<file path="src/rtl/uart_tx_arbiter.sv">
// Round-robin arbiter sharing one UART transmitter among NREQ byte requesters.
// Optional burst locking is enabled by defining UART_ARB_LOCK_EN.
module uart_tx_arbiter #(
  parameter int NREQ  = 4,
  parameter int IDX_W = 2
) (
  input  logic              clk,
  input  logic              rst,
  input  logic [NREQ-1:0]   req_valid,
  input  logic [8*NREQ-1:0] req_data,
  input  logic [NREQ-1:0]   req_last,
  output logic [NREQ-1:0]   req_ready,
  output logic [7:0]        tx_data,
  output logic              tx_latch,
  input  logic              tx_busy,
  output logic [IDX_W-1:0]  grant_idx,
  output logic              active
);

  typedef enum logic [1:0] {IDLE, ISSUE, WAIT_BUSY, WAIT_DONE} state_t;

  state_t           state, state_nxt;
  logic [IDX_W-1:0] ptr;
  logic [IDX_W-1:0] gidx, g_hi, g_lo;
  logic             found, found_hi, found_lo;
  logic             grant_fire;
  logic [7:0]       gdata;
  logic [NREQ-1:0]  elig;
  logic [NREQ-1:0]  owner_onehot;

  assign owner_onehot = {{(NREQ-1){1'b0}}, 1'b1} << grant_idx;

`ifdef UART_ARB_LOCK_EN
  logic locked;
  // A burst owner shuts out everyone else until it sends its last byte.
  assign elig = req_valid & (locked ? owner_onehot : {NREQ{1'b1}});
`else
  logic unused_last;
  assign unused_last = ^req_last;
  assign elig        = req_valid;
`endif

  // Two-pass search: indices above ptr first, then wrap to the rest.
  always_comb begin
    found_hi = 1'b0;
    found_lo = 1'b0;
    g_hi     = '0;
    g_lo     = '0;
    for (int i = 0; i < NREQ; i++) begin
      if (elig[i]) begin
        if (i > int'(ptr)) begin
          if (!found_hi) begin
            found_hi = 1'b1;
            g_hi     = IDX_W'(i);
          end
        end else if (!found_lo) begin
          found_lo = 1'b1;
          g_lo     = IDX_W'(i);
        end
      end
    end
    found = found_hi | found_lo;
    gidx  = found_hi ? g_hi : g_lo;
  end

  always_comb begin
    gdata = '0;
    for (int i = 0; i < NREQ; i++) begin
      if (IDX_W'(i) == gidx) gdata = req_data[8*i +: 8];
    end
  end

  assign grant_fire = (state == IDLE) && !tx_busy && found && !rst;
  assign req_ready  = grant_fire ? ({{(NREQ-1){1'b0}}, 1'b1} << gidx) : '0;
  assign tx_latch   = (state == ISSUE);

  always_comb begin
    state_nxt = state;
    case (state)
      IDLE:      if (grant_fire) state_nxt = ISSUE;
      ISSUE:     state_nxt = WAIT_BUSY;
      WAIT_BUSY: if (tx_busy) state_nxt = WAIT_DONE;
      WAIT_DONE: if (!tx_busy) state_nxt = IDLE;
      default:   state_nxt = IDLE;
    endcase
  end

  always_ff @(posedge clk) begin
    if (rst) begin
      state     <= IDLE;
      tx_data   <= '0;
      grant_idx <= '0;
      active    <= 1'b0;
      ptr       <= IDX_W'(NREQ-1);
`ifdef UART_ARB_LOCK_EN
      locked    <= 1'b0;
`endif
    end else begin
      state <= state_nxt;
      if (grant_fire) begin
        tx_data   <= gdata;
        grant_idx <= gidx;
        active    <= 1'b1;
`ifdef UART_ARB_LOCK_EN
        locked    <= !req_last[gidx];
`endif
      end
      if (state == WAIT_DONE && !tx_busy) begin
        active <= 1'b0;
`ifdef UART_ARB_LOCK_EN
        // Mid-burst the pointer stays put so fairness resumes after the owner.
        if (!locked) ptr <= grant_idx;
`else
        ptr <= grant_idx;
`endif
      end
    end
  end

endmodule

</file>
<file path="config.mk">
export PLATFORM = sky130hd
export DESIGN_NAME = uart_tx_arbiter
export DESIGN_NICKNAME = d
export VERILOG_FILES = /design/src/rtl/uart_tx_arbiter.sv
export SDC_FILE = /design/constraint.sdc
export NUM_CORES = 1
export LEC_CHECK = 0
export ABC_AREA = 0
export CELL_PAD_IN_SITES_DETAIL_PLACEMENT = 0
export CELL_PAD_IN_SITES_GLOBAL_PLACEMENT = 1
export CORE_AREA = 2 2 55 78
export DETAILED_ROUTE_END_ITERATION = 6
export DIE_AREA = 0 0 57 80
export HOLD_SLACK_MARGIN = 0.12
export PLACE_DENSITY = 0.92
export SLEW_MARGIN = 20
export SYNTH_ARGS = -nofsm -noshare
export SYNTH_HDL_FRONTEND = slang
export SYNTH_SLANG_ARGS = --single-unit
</file>
<file path="constraint.sdc">
create_clock -name clk -period 2.3 [get_ports clk]
set_input_delay 0.46 -clock clk [delete_from_list [all_inputs] [get_ports clk]]
set_output_delay 0.46 -clock clk [all_outputs]
set_load 0.1 [all_outputs]
</file>
==> impl_summary.log, run 1 <==
[metrics] wire length per cell after detailed routing: 12.2 µm
[metrics] Maximum Capacitance Violations: 0
[metrics] DP Worst Slack: -236 ps
[metrics] period utilisation layout: 0.975
[metrics] initial core utilization: 0.281
[metrics] clock tree from TritonCTS: done
[metrics] WL final: 2.83 mm
[metrics] number of H-tree branching levels: 1
[metrics] area of the core: 3850 µm²
[metrics] #FFs+latches synth: 15
[metrics] final standard cell utilization of the core: 0.494
[metrics] tightest hold margin: 487 ps
[metrics] Clk pwr share: 0.138
[metrics] GP Congestion: 0.776
[metrics] via count of the routed design: approximately 1100
[metrics] Seq pwr share: 0.235
[metrics] final-report max-slew violation count: 0
[metrics] net count after synthesis: 166
[metrics] worst slew slack as a fraction of its limit: 0.778
[metrics] distinct cell type count of the synthesized netlist: 35
[metrics] CP required: 1840 ps
[metrics] detailed-placement wirelength estimate: 2.27 mm
[metrics] final antenna diode count: 0
[metrics] total congestion overflow: 0
[metrics] summed instance area of the synthesized netlist: ~1100 µm²
[metrics] Max rail drop VDD: 0.558 mV
[metrics] minimum clock period: 2240 ps
[metrics] number of iterations in the first detailed-routing pass: 4
[metrics] synth-to-layout area growth: 75.9%
[metrics] Final #Nets: 238
[metrics] path class of the lowest-slack min-delay path: reg2reg
[metrics] post-synthesis average cell area: between 9 and 10 µm²
[metrics] transition time at the pin with the least slew margin: ~330 ps
[metrics] DRC violation total after the first TritonRoute iteration: 13
[metrics] wire length of the first global-routing pass: around 4.5 mm
[metrics] Filler cells: 380
[metrics] Critical Path Source Type: input port
[metrics] Net Sw Frac: 0.492
[metrics] largest net degree at the start of global routing: 16
[metrics] reg-to-reg critical path startpoint: ptr[0]
[metrics] number of warnings issued by yosys: 0
[metrics] cell count after synthesis: 118
[metrics] Detail Route Antenna Nets: 0
[metrics] chip width: between 50 and 60 µm
[metrics] number of rows in the core area: 27
[metrics] area used by multi-input combinational logic: 785 µm²
[metrics] Worst Setup Path Type: in2out
[metrics] Die Span Y: 80 µm
[metrics] endpoints failing setup: 0
[metrics] number of buffers between clock root and the deepest sink: 2
[metrics] number of global-route vias before repair: 993
[metrics] clock latency of the later-clocked register in the worst-skew pair: 240 ps
[metrics] Hold Fails Final Rpt: 0
[metrics] area of the die: around 4600 µm²
[metrics] fraction of layout instances using a drive strength above 1: 0.376
[metrics] post-DR vias/cell: 4.68
[metrics] clock slew at the register clock pins of the worst setup and hold paths: 60 ps
[metrics] area fraction of the dominant cell type after synthesis: 0.278
[metrics] leakage dissipation: 0.778 nW
[metrics] FF+latch area: 300 µm²
[metrics] min-delay src: tx_data[4]
[metrics] status: complete, no violations
[metrics] switching power of the nets: 0.756 mW
[metrics] dominant cells by area after synthesis: sky130_fd_sc_hd__dfxtp_1, sky130_fd_sc_hd__mux2i_1, sky130_fd_sc_hd__mux2_2, sky130_fd_sc_hd__ha_1, sky130_fd_sc_hd__a211oi_2
[metrics] Gate power share: 0.627
[metrics] PD cells: 809 nW/µm²
[metrics] CP arrival: 1780 ps
[metrics] Crit Path Max Fanout: 4
[metrics] initial antenna violation count: 0
[metrics] internal cell power: 0.782 mW
[metrics] CP Capture Type: primary output
[metrics] setup TNS: 0 ps
[metrics] RSZ-0062 raised after global routing: false
[metrics] placed cell area: ~1800 µm²
[metrics] total clock buffers created by CTS: 3
[metrics] proportion of synthesized chip area in sequential cells: 0.278
[metrics] clock root cell: sky130_fd_sc_hd__clkbuf_8
[metrics] DR DRC count: 0
[metrics] Worst Setup SP: req_valid[2]
[metrics] final instance area: 1900 µm²
[metrics] number of buffers inserted by port buffering: 54
[metrics] clock sink total: 15
[metrics] Fmax achieved: 446 MHz
[metrics] number of ports placed on the die boundary: 59
[metrics] most area-hungry cell type in the Yosys netlist: sky130_fd_sc_hd__dfxtp_1
[metrics] number of buffers inserted by hold repair at cts: 0
[metrics] setup clock skew after layout: around 1.7 ps
[metrics] global-route usage over all layers: 0.124
[metrics] final worst slack: 56.6 ps
## cell type report
type,instances,area share
repair buffers,74,0.372
well taps,43,0.0283
multi-input cells,93,0.413
flip-flops and latches,15,0.158
clock buffers,4,0.0237
inverters,3,0.00592
## layout by cell type, fill, tap and decap left out, types with 5 or more instances in the layout
| cell | count |
|---|---|
| sky130_fd_sc_hd__clkdlybuf4s50_1 | 32 |
| sky130_fd_sc_hd__buf_4 | 30 |
| sky130_fd_sc_hd__nor2_1 | 10 |
| sky130_fd_sc_hd__a21oi_1 | 5 |
| sky130_fd_sc_hd__mux2_2 | 8 |
| sky130_fd_sc_hd__ha_1 | 5 |
| sky130_fd_sc_hd__nand2_1 | 7 |
| sky130_fd_sc_hd__mux2i_1 | 9 |
| sky130_fd_sc_hd__dfxtp_1 | 15 |
## critical path, cell delays in order
cell	delay, ps
sky130_fd_sc_hd__dlygate4sd2_1	270
sky130_fd_sc_hd__or2_2	300
sky130_fd_sc_hd__o221a_1	170
sky130_fd_sc_hd__buf_4	160
sky130_fd_sc_hd__nor3b_4	220
sky130_fd_sc_hd__buf_12	200
## routing by layer
layer  share of wire  GRT usage  vias up
met5               0          0        -
met4          0.0067     0.0488        0
met3           0.068     0.0357        2
met2            0.53      0.214       30
met1            0.40      0.142      497
li1                -          -      557
## state kept, by name, summed over array words and instances (netlist names)
name	count
tx_data	8
active	1
state	2
grant_idx	2
ptr	2
## synthesized netlist by cell type
| cell | n |
|---|---|
| sky130_fd_sc_hd__nor2b_1 | 4 |
| sky130_fd_sc_hd__nand2b_1 | 5 |
| sky130_fd_sc_hd__mux2_2 | 8 |
| sky130_fd_sc_hd__buf_6 | 2 |
| sky130_fd_sc_hd__nor2_1 | 11 |
| sky130_fd_sc_hd__a21oi_1 | 6 |
| sky130_fd_sc_hd__and2_1 | 1 |
| sky130_fd_sc_hd__dfxtp_1 | 15 |
| sky130_fd_sc_hd__o21ai_1 | 1 |
| sky130_fd_sc_hd__buf_1 | 2 |
| sky130_fd_sc_hd__o221a_1 | 1 |
| sky130_fd_sc_hd__nand2_1 | 8 |
| sky130_fd_sc_hd__nand3b_1 | 4 |
| sky130_fd_sc_hd__a211oi_1 | 2 |
| sky130_fd_sc_hd__a21o_1 | 4 |
| sky130_fd_sc_hd__nor2b_4 | 1 |
| sky130_fd_sc_hd__nor3_4 | 1 |
| sky130_fd_sc_hd__ha_1 | 5 |
| sky130_fd_sc_hd__nor3b_1 | 1 |
| sky130_fd_sc_hd__nor3_1 | 4 |
| sky130_fd_sc_hd__buf_8 | 1 |
| sky130_fd_sc_hd__nor4_1 | 1 |
| sky130_fd_sc_hd__o21ai_0 | 1 |
| sky130_fd_sc_hd__nand2b_4 | 1 |
| sky130_fd_sc_hd__mux2i_1 | 9 |
| sky130_fd_sc_hd__or2_2 | 1 |
| sky130_fd_sc_hd__buf_2 | 1 |
| sky130_fd_sc_hd__inv_1 | 3 |
| sky130_fd_sc_hd__and3_1 | 1 |
| sky130_fd_sc_hd__o2bb2ai_1 | 1 |
| sky130_fd_sc_hd__a211oi_2 | 4 |
| sky130_fd_sc_hd__o21ai_2 | 4 |
| sky130_fd_sc_hd__o21a_1 | 1 |
| sky130_fd_sc_hd__buf_4 | 1 |
| sky130_fd_sc_hd__a211o_1 | 2 |
## final timing paths
kind	slack [ps]	cells past startpoint	endpoint
setup / recovery	60	6	req_ready[0]
hold / removal	490	2	tx_data[4]
setup reg to reg	380	8	tx_data[4]
hold reg to reg	490	2	tx_data[4]
## stage by stage
step,instances,power (mW)
final,232,1.54
after CTS,230,1.55
after floorplan,118,1.06
after global placement,222,1.29
after global routing,232,1.62
after detailed placement,222,1.30
## power groups by stage
stage | Combinational [mW] | Sequential, mW | Clock (mW)
finish | 0.964 | 0.362 | 0.212
global route | 1.02 | 0.371 | 0.234
CTS | 0.964 | 0.362 | 0.221
detailed placement | 0.937 | 0.368 | 0
global placement | 0.928 | 0.365 | 0
floorplan | 0.426 | 0.635 | 0
## what timing repair did
action,in CTS,in global routing
cloned,0,0
resized for setup,15,6
pin swaps,3,3
setup endpoints to repair,4,4
setup buffers,4,2
## kinds of logic (layout without fill, tap and decap cells)
| kind of cell | after synthesis | count (layout) | synth area share |
|---|---|---|---|
| flops | 15 | 15 | 0.278 |
| mux | 17 | 17 | 0.167 |
| compound gates | 27 | 27 | 0.199 |
| simple gates | 44 | 44 | 0.235 |
| buf+inv | 10 | 81 | 0.0637 |
| fa+ha+maj | 5 | 5 | 0.0579 |
No activity file was read; power rests on OpenSTA's default activity.
==> run 2, diff against run 1 <==
Settings changed: MAX_ROUTING_LAYER set to met4, REMOVE_ABC_BUFFERS set to 1.
==> run 2 against run 1 <==
Compared with the run above: the flow now finishes with violations (negative setup slack); core utilization shrank 2.5 points; wire length shrank 0.57%; via count shrank 1.8%; final cell count shrank 1.7%; power shrank 2.2%; sequential power is essentially flat; sequential share of layout area grew 0.84 points; register-to-register slack gained 130 ps; sequential cell count is the same; die area is the same; critical path type unchanged; critical endpoint unchanged.
==> impl_summary.log, run 2 (synthesized netlist as in run 1, its figures left out) <==
[metrics] clock sink total: 15 (unchanged)
[metrics] CP arrival: 1840 ps (+60 ps)
[metrics] worst slew slack as a fraction of its limit: 0.766 (-0.0123)
[metrics] initial antenna violation count: 0 (unchanged)
[metrics] Seq pwr share: 0.239 (+0.004)
[metrics] number of H-tree branching levels: 1 (unchanged)
[metrics] Max rail drop VDD: 0.653 mV (+17%)
[metrics] DRC violation total after the first TritonRoute iteration: 8 (-5)
[metrics] initial core utilization: 0.281 (unchanged)
[metrics] most used routing layer: met2
[metrics] Filler cells: 398 (+4.7%)
[metrics] endpoints failing setup: 1 (+1)
[metrics] Clk pwr share: 0.143 (+0.005)
[metrics] final-report max-slew violation count: 0 (unchanged)
[metrics] area of the die: 4560 µm² (unchanged)
[metrics] Worst Setup SP: req_valid[1]
[metrics] commonest non-fill, non-tap cell in the layout: sky130_fd_sc_hd__clkdlybuf4s50_1
[metrics] fraction of layout instances using a drive strength above 1: 0.324 (-0.0513)
[metrics] clock tree from TritonCTS: done
[metrics] GRT met3 Usage: 0.0259 (-0.00972)
[metrics] number of ports placed on the die boundary: 59 (unchanged)
[metrics] Net Sw Frac: 0.494 (+0.00263)
[metrics] failing checks: negative setup slack
[metrics] met2 Usage GRT: 0.246 (+0.0322)
[metrics] Worst Setup Path Type: in2out
[metrics] min-delay src: tx_data[3]
[metrics] number of global-route vias before repair: 1038 (+4.5%)
[metrics] number of rows in the core area: 27 (unchanged)
[metrics] period utilisation layout: 1.00 (+0.0260)
[metrics] number of buffers between clock root and the deepest sink: 2 (unchanged)
[metrics] met1 demand-to-capacity share in global routing: 0.129 (-0.0128)
[metrics] total power: 1.50 mW (-2.2%)
[metrics] total clock buffers created by CTS: 3 (unchanged)
[metrics] hold endpoint: tx_data[3]
[metrics] wire length per cell after detailed routing: 12.3 µm (+1.2%)
[metrics] PD cells: 833 nW/µm² (+3.0%)
[metrics] minimum clock period: 2300 ps (+59.7 ps)
[metrics] detailed-placement wirelength estimate: 2.22 mm (-2.3%)
[metrics] post-route insts no fill: 228 (-1.7%)
[metrics] via count of the routed design: 1066 (-1.8%)
[metrics] reg-to-reg critical path startpoint: ptr[0]
[metrics] commonest cells after routing, fill and taps aside: sky130_fd_sc_hd__clkdlybuf4s50_1, sky130_fd_sc_hd__buf_4, sky130_fd_sc_hd__dfxtp_1
[metrics] RSZ-0062 raised after global routing: true
[metrics] clock latency of the later-clocked register in the worst-skew pair: 250 ps (about the same)
[metrics] post-DR vias/cell: 4.68 (-0.12%)
[metrics] final antenna diode count: 0 (unchanged)
[metrics] Final #Nets: 234 (-1.7%)
[metrics] Hold Fails Final Rpt: 0 (unchanged)
[metrics] number of iterations in the first detailed-routing pass: 4 (unchanged)
[metrics] Fmax achieved: 434 MHz (-2.6%)
[metrics] leakage dissipation: 0.725 nW (-6.8%)
[metrics] area of the core: 3850 µm² (unchanged)
[metrics] largest reg by FF count: tx_data
[metrics] path class of the lowest-slack min-delay path: reg2reg
[metrics] worst hold path stage count: 2 (unchanged)
[metrics] Gate power share: 0.617 (-0.010)
[metrics] switching power of the nets: 0.743 mW (-1.7%)
[metrics] largest net degree at the start of global routing: 16 (unchanged)
[metrics] Maximum Capacitance Violations: 0 (unchanged)
[metrics] DP Worst Slack: -279 ps (-42.9 ps)
[metrics] Critical Path Source Type: input port
[metrics] instance count after placement with tap cells included: 221 (-0.45%)
[metrics] internal cell power: 0.761 mW (-2.7%)
[metrics] Die Span Y: 80 µm (unchanged)
[metrics] transition time at the pin with the least slew margin: 348 ps (+18.0 ps)
[metrics] wire length of the first global-routing pass: 4.57 mm (+2.5%)
[metrics] clock root cell: sky130_fd_sc_hd__clkbuf_8
[metrics] GP Congestion: 0.749 (-3.6%)
[metrics] status: finished with violations
[metrics] number of flip-flops under the largest register name: 8 (unchanged)
[metrics] number of buffers inserted by port buffering: 54 (unchanged)
[metrics] global-route usage over all layers: 0.130 (+0.00626)
[metrics] Crit Path Max Fanout: 6 (+2)
[metrics] setup TNS: -3.11 ps (-3.11 ps)
[metrics] chip width: 57 µm (unchanged)
[metrics] clock slew at the register clock pins of the worst setup and hold paths: 60 ps (about the same)
[metrics] number of cells on the worst reg-to-reg path: 6 (-2)
[metrics] register-to-register setup slack: 510 ps (+130 ps)
[metrics] CP Capture Type: primary output
[metrics] terminus of the critical flop-to-flop path: tx_data[2]
[metrics] WL final: 2.81 mm (-0.57%)
[metrics] number of buffers inserted by hold repair at cts: 0 (unchanged)
[metrics] setup clock skew after layout: 1.70 ps (-0.0270 ps)
[metrics] CP required: 1840 ps (about the same)
[metrics] DR DRC count: 0 (unchanged)
[metrics] final worst slack: -3.11 ps (-59.7 ps)
[metrics] Detail Route Antenna Nets: 0 (unchanged)
[metrics] synth-to-layout area growth: 67.0%
[metrics] total congestion overflow: 0 (unchanged)
## run 2: changes by cell type in the layout (fill, tap and decap cells not counted), moves of 2 or more
cell,previous run,this run
sky130_fd_sc_hd__buf_6,2,0
sky130_fd_sc_hd__buf_4,30,28
sky130_fd_sc_hd__nor3_4,3,1
sky130_fd_sc_hd__dlymetal6s2s_1,2,0
sky130_fd_sc_hd__clkdlybuf4s50_1,32,34
## run 2: how the worst max path moves through the flow
| stage | cells after the start | end | slack (ps) |
|---|---|---|---|
| after floorplan | 4 | req_ready[0] | -1650 |
| after global placement | 7 | req_ready[0] | -250 |
| after detailed placement | 7 | req_ready[0] | -280 |
| after CTS | 8 | req_ready[0] | 10 |
| after global routing | 6 | req_ready[1] | -80 |
| final | 7 | req_ready[0] | -3 |
## run 2: layer usage
layer / routed length, µm / share of wire
met1: 1070 / 0.38
met2: 1540 / 0.55
met3: 159 / 0.057
met4: 46 / 0.016
met5: 0 / 0
## run 2: critical path: stages
cell and delay, ps:
sky130_fd_sc_hd__dlygate4sd2_1 270, sky130_fd_sc_hd__nor2b_1 130, sky130_fd_sc_hd__o21a_1 190, sky130_fd_sc_hd__nor3_4 260
sky130_fd_sc_hd__nor3b_2 210, sky130_fd_sc_hd__buf_4 140, sky130_fd_sc_hd__buf_12 160
## run 2: power groups by stage
stage	registers (mW)	logic, mW	clock network [mW]
3_5_place_dp	0.365	0.923	0
3_3_place_gp	0.364	0.912	0
6_report	0.360	0.928	0.216
5_1_grt	0.368	0.989	0.242
2_1_floorplan	0.635	0.386	0
4_1_cts	0.360	0.936	0.221
## run 2: layout make-up
cell class,count,area [µm²],area share
flip-flops and latches,15,300,0.166
inverters,3,11.3,0.00624
multi-input cells,93,728,0.403
clock buffers,4,45.0,0.0249
well taps,43,53.8,0.0298
repair buffers,70,667,0.369
## run 2: what timing repair did
| action | in CTS | in global routing |
|---|---|---|
| setup buffers | 3 | 0 |
| resized for setup | 9 | 1 |
| setup endpoints to repair | 4 | 4 |
| pin swaps | 5 | 1 |
## run 2: through the flow
step	cell area, µm²	hold slack (ps)	util
after floorplan	1020	505	-
after global placement	1730	474	0.448
after detailed placement	1730	480	0.448
after CTS	1800	491	0.468
after global routing	1810	498	0.469
final	1810	490	0.469
